`src/rtl/sat_counter.sv`:
```
`default_nettype none
// ============================================================================
// Module      : sat_counter
// Description : Up-counter with synchronous clear that holds at all-ones.
// Revision    : 1.0 - initial release
// ============================================================================
module sat_counter #(
    parameter int unsigned ERR_W = 8
) (
    input  logic             clk,
    input  logic             clr,
    input  logic             inc,
    output logic [ERR_W-1:0] value
);

    localparam logic [ERR_W-1:0] c_max = '1;

    logic [ERR_W-1:0] r_value;

    always_ff @(posedge clk) begin
        if (clr)
            r_value <= '0;
        else if (inc && (r_value != c_max))
            r_value <= r_value + 1'b1;
    end

    assign value = r_value;

endmodule
`default_nettype wire

```
`config.mk`:
```
export PLATFORM = sky130hd
export DESIGN_NAME = sat_counter
export DESIGN_NICKNAME = d
export VERILOG_FILES = /design/src/rtl/sat_counter.sv
export SDC_FILE = /design/constraint.sdc
export NUM_CORES = 1
export LEC_CHECK = 0
export ABC_AREA = 1
export BUFFER_PORTS_ARGS = -buffer_cell sky130_fd_sc_hd__buf_2
export CORE_AREA = 4 4 41 43
export CTS_BUF_LIST = sky130_fd_sc_hd__clkbuf_16
export CTS_CLUSTER_DIAMETER = 50
export DETAILED_ROUTE_END_ITERATION = 7
export DIE_AREA = 0 0 45 47
export SYNTH_ARGS = -nofsm -noshare
export SYNTH_HDL_FRONTEND = slang
export SYNTH_SLANG_ARGS = --single-unit
```
`constraint.sdc`:
```
create_clock -name clk -period 1.5 [get_ports clk]
set_clock_uncertainty 0.15 [all_clocks]
set_input_delay 0.3 -clock clk [delete_from_list [all_inputs] [get_ports clk]]
set_output_delay 0.3 -clock clk [all_outputs]
set_load 0.02 [all_outputs]
```
==> results.json, run 1 <==
{
  "outcome": "finished, final reports clean",
  "synth_top_cell_by_area": "dfxtp_1",
  "clkPwrFrac": 0.621,
  "diodes": 0,
  "cts_tree": "built",
  "synth_area_um2": 484.2,
  "setup_viol": 0,
  "synthMostInstantiatedCell": "nand2_1",
  "swShare": 0.1928,
  "critPathMaxFanout": 7,
  "max_slew_margin": 0.8367,
  "ys_async_sr_fraction": 0,
  "cp_slowest_cell": "dfxtp_1",
  "ys_top_cells_by_count": "nand2_1, nor2_1, inv_1, dfxtp_1, nand3_1",
  "peakVddDrop_mv": 0.6136,
  "coreArea_um2": 1301,
  "period_share": 0.8934,
  "total_power_mw": 0.7248,
  "io_buffers": 10,
  "core.rowCount": 13,
  "cpPeakStageDelay_ps": 440,
  "place_ws_ps": 184.7,
  "cp_num_buf_inv": 1,
  "h-tree-depth": 1,
  "num_vias": 461,
  "maxCapViolCount": 0,
  "grt_remaining_overflow": 0,
  "critPathArrivalTime_ps": 890,
  "nNetsFinal": 96,
  "path_class": "flip-flop to primary output",
  "p_int_mw": 0.5850,
  "wl_per_cell_um": 9.590,
  "ys_ff_latch": 8,
  "track_usage": 0.1180,
  "cts.sinks": 8,
  "clkTransAtPathRegs_ps": 40,
  "leakagePower_nw": 0.3214,
  "grt_pass1_vias": 412,
  "cp-end-kind": "primary output",
  "start_util": 0.3721,
  "required_ps": 1050,
  "clockBufferDepth": 2,
  "largest_register_ff_count": 8,
  "holdWs_ps": 182.4,
  "synth-seq-area-share": 0.3307,
  "finalCriticalPeriod_ps": 1340,
  "insertion_delay_ps": 230,
  "grt_start_max_net_pins": 13,
  "r2r_start": "value[0]",
  "detailedRoute.firstIterationViolations": 12,
  "avgSynthCellArea_um2": 6.288,
  "synthTopCellsByArea": "dfxtp_1, nand2_1, nor2_1, nand3_1, inv_1",
  "finalHoldViolations": 0,
  "netlist.area_leader.share": 0.3307,
  "die_x_um": 45,
  "power_frac_comb": 0.072,
  "timing.final.ws_setup_ps": 159.9,
  "cp-startpoint": "value[3]",
  "grt_pass1_wl_mm": 1.752,
  "hpwl_um": 753.6,
  "syn_to_final_growth_pct": 28.94,
  "synth-main-ff-cell": "dfxtp_1",
  "postCtsSetupRepairBufs": 0,
  "ant_nets": 0,
  "switchingPower_mw": 0.1398,
  "powerDensity_nw_per_um2": 1161,
  "ys_warn_count": 0,
  "dieArea_um2": 2115,
  "crit_chain": "buf_2",
  "drive_above_1_share": 0.2556,
  "vias_per_cell": 4.390,
  "synth_edf_count": 0,
  "tightest_slew_ps": 244.9,
  "cp-start-kind": "flip-flop",
  "routed_wirelength_mm": 1.007,
  "syn-instance-count": 77,
  "max_freq_mhz": 746.2,
  "ios": 11,
  "synth_nets": 81,
  "die_height_um": 47,
  "fin_setup_tns_ps": 0,
  "num-fill-cells": 135,
  "dr.pass1.iters": 4,
  "seqPwrFrac": 0.307,
  "cts_made_buffers": 3,
  "drc_errors": 0,
  "synth_cell_types": 15,
  "place.gp.congestion": 0.7305,
  "finalMaxSlewViolations": 0,
  "seqCellArea_um2": 160.2,
  "min_from": "clr",
  "cts-root-buf": "clkbuf_16",
  "cp_top_family": "flip-flops",
  "grt_setup_unrepaired": "no",
  "hold_path.class": "primary input to flip-flop",
  "multi_input_area_um2": 264.0,
  "antenna_found_initial": 0,
  "holdBufCountCts": 0,
  "ctsResizeCount": 0
}
-- layout make-up --
cell class | instances | area share
Timing Repair Buffer | 12 | 0.1042
Multi-Input combinational cell | 56 | 0.4228
Inverter | 11 | 0.06613
Sequential cell | 8 | 0.2565
Clock buffer | 3 | 0.1202
Tap cell | 15 | 0.03006
-- worst reg2reg max path: stages, from the launching register on --
cell and delay [ps]:
dfxtp_1 300, ha_1 230, nand3_2 90, inv_2 40, nand2_2 170, nand2_1 70
o21ai_1 110, inv_1 40
-- metal layers --
metal	wire (µm)	share of wire	GRT usage	vias up
met1	487	0.48	0.1281	192
met2	464	0.46	0.1977	7
met3	55	0.055	0.06513	0
met5	0	0	0	-
met4	0	0	0.03509	0
li1	-	-	-	262
-- cells in the final DEF, fill, tap and decap left out, drive strengths merged --
cell and count:
nand3 9, clkbuf 3, a21oi 6, buf 12, dfxtp 8, nand2 21, inv 11, o21ai 1
ha 1, nand3b 1, nor2 17
-- final timing paths --
kind	depth (start not counted)	slack, ps	to
setup / recovery	1	160	value[3]
hold / removal	4	180	value[2]
setup reg to reg	7	190	value[2]
hold reg to reg	2	340	value[6]
-- power groups by stage --
stage | Sequential, mW | Clock [mW] | Combinational [mW]
after global routing | 0.223 | 0.478 | 0.0597
after detailed placement | 0.226 | 0 | 0.0527
final | 0.223 | 0.450 | 0.0523
after CTS | 0.223 | 0.459 | 0.0532
after global placement | 0.226 | 0 | 0.0541
after floorplan | 0.235 | 0 | 0.0253
-- kinds of logic after synthesis --
group                      share of synthesized area
and+or+nand+nor                               0.4470
buffers and inverters                         0.1240
DFF                                           0.3307
AOI/OAI and AO/OA                            0.07234
adders and majority gates                    0.02584
-- metrics by stage --
| step | instance area [µm²] | util | cells |
|---|---|---|---|
| 6_report | 624.3 | 0.4798 | 105 |
| 5_1_grt | 624.3 | 0.4798 | 105 |
| 4_1_cts | 624.3 | 0.4798 | 105 |
| 3_5_place_dp | 549.3 | 0.4221 | 102 |
| 3_3_place_gp | 549.3 | 0.4221 | 102 |
| 2_1_floorplan | 484.2 | - | 77 |
Note: power is estimated with default switching activity, not from simulation.
==> inputs of run 2 (changes only) <==
--- a/config.mk
+++ b/config.mk
@@ -5,13 +5,14 @@
 export SDC_FILE = /design/constraint.sdc
 export NUM_CORES = 1
 export LEC_CHECK = 0
-export ABC_AREA = 1
+export ABC_AREA = 0
 export BUFFER_PORTS_ARGS = -buffer_cell sky130_fd_sc_hd__buf_2
 export CORE_AREA = 4 4 41 43
 export CTS_BUF_LIST = sky130_fd_sc_hd__clkbuf_16
 export CTS_CLUSTER_DIAMETER = 50
 export DETAILED_ROUTE_END_ITERATION = 7
 export DIE_AREA = 0 0 45 47
+export SLEW_MARGIN = 10
 export SYNTH_ARGS = -nofsm -noshare
 export SYNTH_HDL_FRONTEND = slang
 export SYNTH_SLANG_ARGS = --single-unit
==> run 2 against run 1 <==
Net effect:
- die area stayed put
- critical path depth is 3 higher
- power is 1.5% lower
- cell area is 0.60% higher
- hold slack better by 17 ps
- setup slack worse by 90 ps
- combinational power hardly changed
- fmax is 6.3% lower
- utilization is 0.29 points higher
- sequential power hardly changed
- final cell count is 23% lower
==> results.json, run 2 <==
{
  "syn-instance-count": 46,
  "fin_setup_tns_ps": 0,
  "max_freq_mhz": 699.4,
  "insertion_delay_ps": 230,
  "holdBufCountCts": 0,
  "cp_num_buf_inv": 0,
  "dieArea_um2": 2115,
  "max_slew_margin": 0.8051,
  "avgSynthCellArea_um2": 9.357,
  "critPathMaxFanout": 3,
  "synth-seq-area-share": 0.3721,
  "grt_start_max_net_pins": 9,
  "required_ps": 1460,
  "mostFrequentLayoutCells": "buf_2, buf_4, dfxtp_1, a21oi_1, nand2_1",
  "grt_setup_unrepaired": "no",
  "path_class": "flip-flop to flip-flop",
  "final_cell_area_um2": 628.1,
  "routed_wirelength_um": 977,
  "start_util": 0.3308,
  "drc_errors": 0,
  "syn_to_final_growth_pct": 45.93,
  "cp-end-kind": "flip-flop",
  "grt_remaining_overflow": 0,
  "cts_made_buffers": 3,
  "cts.sinks": 8,
  "largest_register_ff_count": 8,
  "maxCapViolCount": 0,
  "cp_slowest_cell": "dfxtp_2",
  "holdPathStages": 2,
  "outcome": "finished, final reports clean",
  "final_common_cell": "buf_2",
  "grt_pass1_wl_mm": 1.738,
  "cts_tree": "built",
  "cpPeakStageDelay_ps": 310,
  "grt_pass1_vias": 436,
  "synth_area_um2": 430.4,
  "num_vias": 425,
  "critPathArrivalTime_ps": 1390,
  "ys_async_sr_fraction": 0,
  "leakagePower_nw": 0.2811,
  "synth_top_cell_by_area": "dfxtp_1",
  "synth-main-ff-cell": "dfxtp_1",
  "synth_edf_count": 0,
  "place_ws_ps": 68.15,
  "reg2regPathDepth": 4,
  "die_height_um": 47,
  "track_usage": 0.1154,
  "drive_above_1_share": 0.4394,
  "total_power_mw": 0.7139,
  "postLayoutCoreUtil": 0.4827,
  "antenna_found_initial": 0,
  "cp_top_family": "flip-flops",
  "period_share": 0.9532,
  "h-tree-depth": 1,
  "ys_ff_latch": 8,
  "placedCellCount": 78,
  "powerDensity_nw_per_um2": 1137,
  "ctsResizeCount": 0,
  "synth_nets": 50,
  "vias_per_cell": 5.247,
  "ios": 11,
  "detailedRoute.firstIterationViolations": 3,
  "cts-root-buf": "clkbuf_16",
  "setup_viol": 0,
  "synthTopCellsByArea": "dfxtp_1, a21oi_1, a21boi_4, nand2_1, and4_1",
  "place.gp.congestion": 0.7710,
  "synth_cell_types": 25,
  "holdWs_ps": 199.7,
  "finalHoldViolations": 0,
  "die_x_um": 45,
  "cp-start-kind": "flip-flop",
  "ys_warn_count": 0,
  "place_area_um2": 553.0,
  "netlist.area_leader.share": 0.3721,
  "core.rowCount": 13,
  "hpwl_um": 769.2,
  "ant_nets": 0,
  "coreArea_um2": 1301,
  "tightest_slew_ps": 292.3,
  "clockBufferDepth": 2,
  "rrSetupSlack_ps": 70,
  "clkTransAtPathRegs_ps": 30,
  "dr.pass1.iters": 4,
  "synthMostInstantiatedCell": "dfxtp_1",
  "peakVddDrop_mv": 0.8595,
  "nNetsFinal": 72,
  "finalMaxSlewViolations": 0,
  "final_cells": 81,
  "io_buffers": 10,
  "cp_num_cells": 4,
  "hold_path.class": "primary input to flip-flop",
  "diodes": 0,
  "timing.final.ws_setup_ps": 70.21,
  "ys_top_cells_by_count": "dfxtp_1, a21oi_1, nand2_1",
  "postCtsSetupRepairBufs": 0,
  "finalCriticalPeriod_ps": 1430,
  "crit_chain": "ha_2 > and3_4 > a21boi_4 > mux2_4",
  "wl_per_cell_um": 12.06
}
-- run 2: kinds of logic (layout without fill, tap and decap cells) --
group	count (synthesis)	in the layout	synth area share
AOI/OAI and AO/OA	15	15	0.2587
adders and majority gates	1	1	0.02907
buffers and inverters	2	22	0.03487
DFF	8	8	0.3721
muxes	2	2	0.05813
and+or+nand+nor	18	18	0.2471
-- run 2: final timing paths --
check,end,start
worst max register to register,value[0],value[0]
worst min register to register,value[5],value[5]
worst min-delay path,value[5],clr
worst max-delay path,value[0],value[0]
-- run 2: layout make-up --
cell class / instances / area, µm²
inverter: 1 / 3.754
multi-input combinational: 36 / 257.7
timing repair buffer: 18 / 110.1
tap: 15 / 18.77
fill: 140 / 673.1
clock buffer: 3 / 75.07
sequential: 8 / 162.7
-- run 2: power by group --
group / switching (mW) / internal, mW
combinational: 0.0276 / 0.0246
clock: 0.0950 / 0.343
sequential: 0.00355 / 0.220
-- run 2: per-layer routing --
layer / global-route usage / routed length [µm] / up-vias
met5: 0 / 0 / -
met4: 0.07018 / 0 / 0
met3: 0.03448 / 52 / 0
met2: 0.1864 / 453 / 8
met1: 0.1344 / 471 / 194
li1: - / - / 223
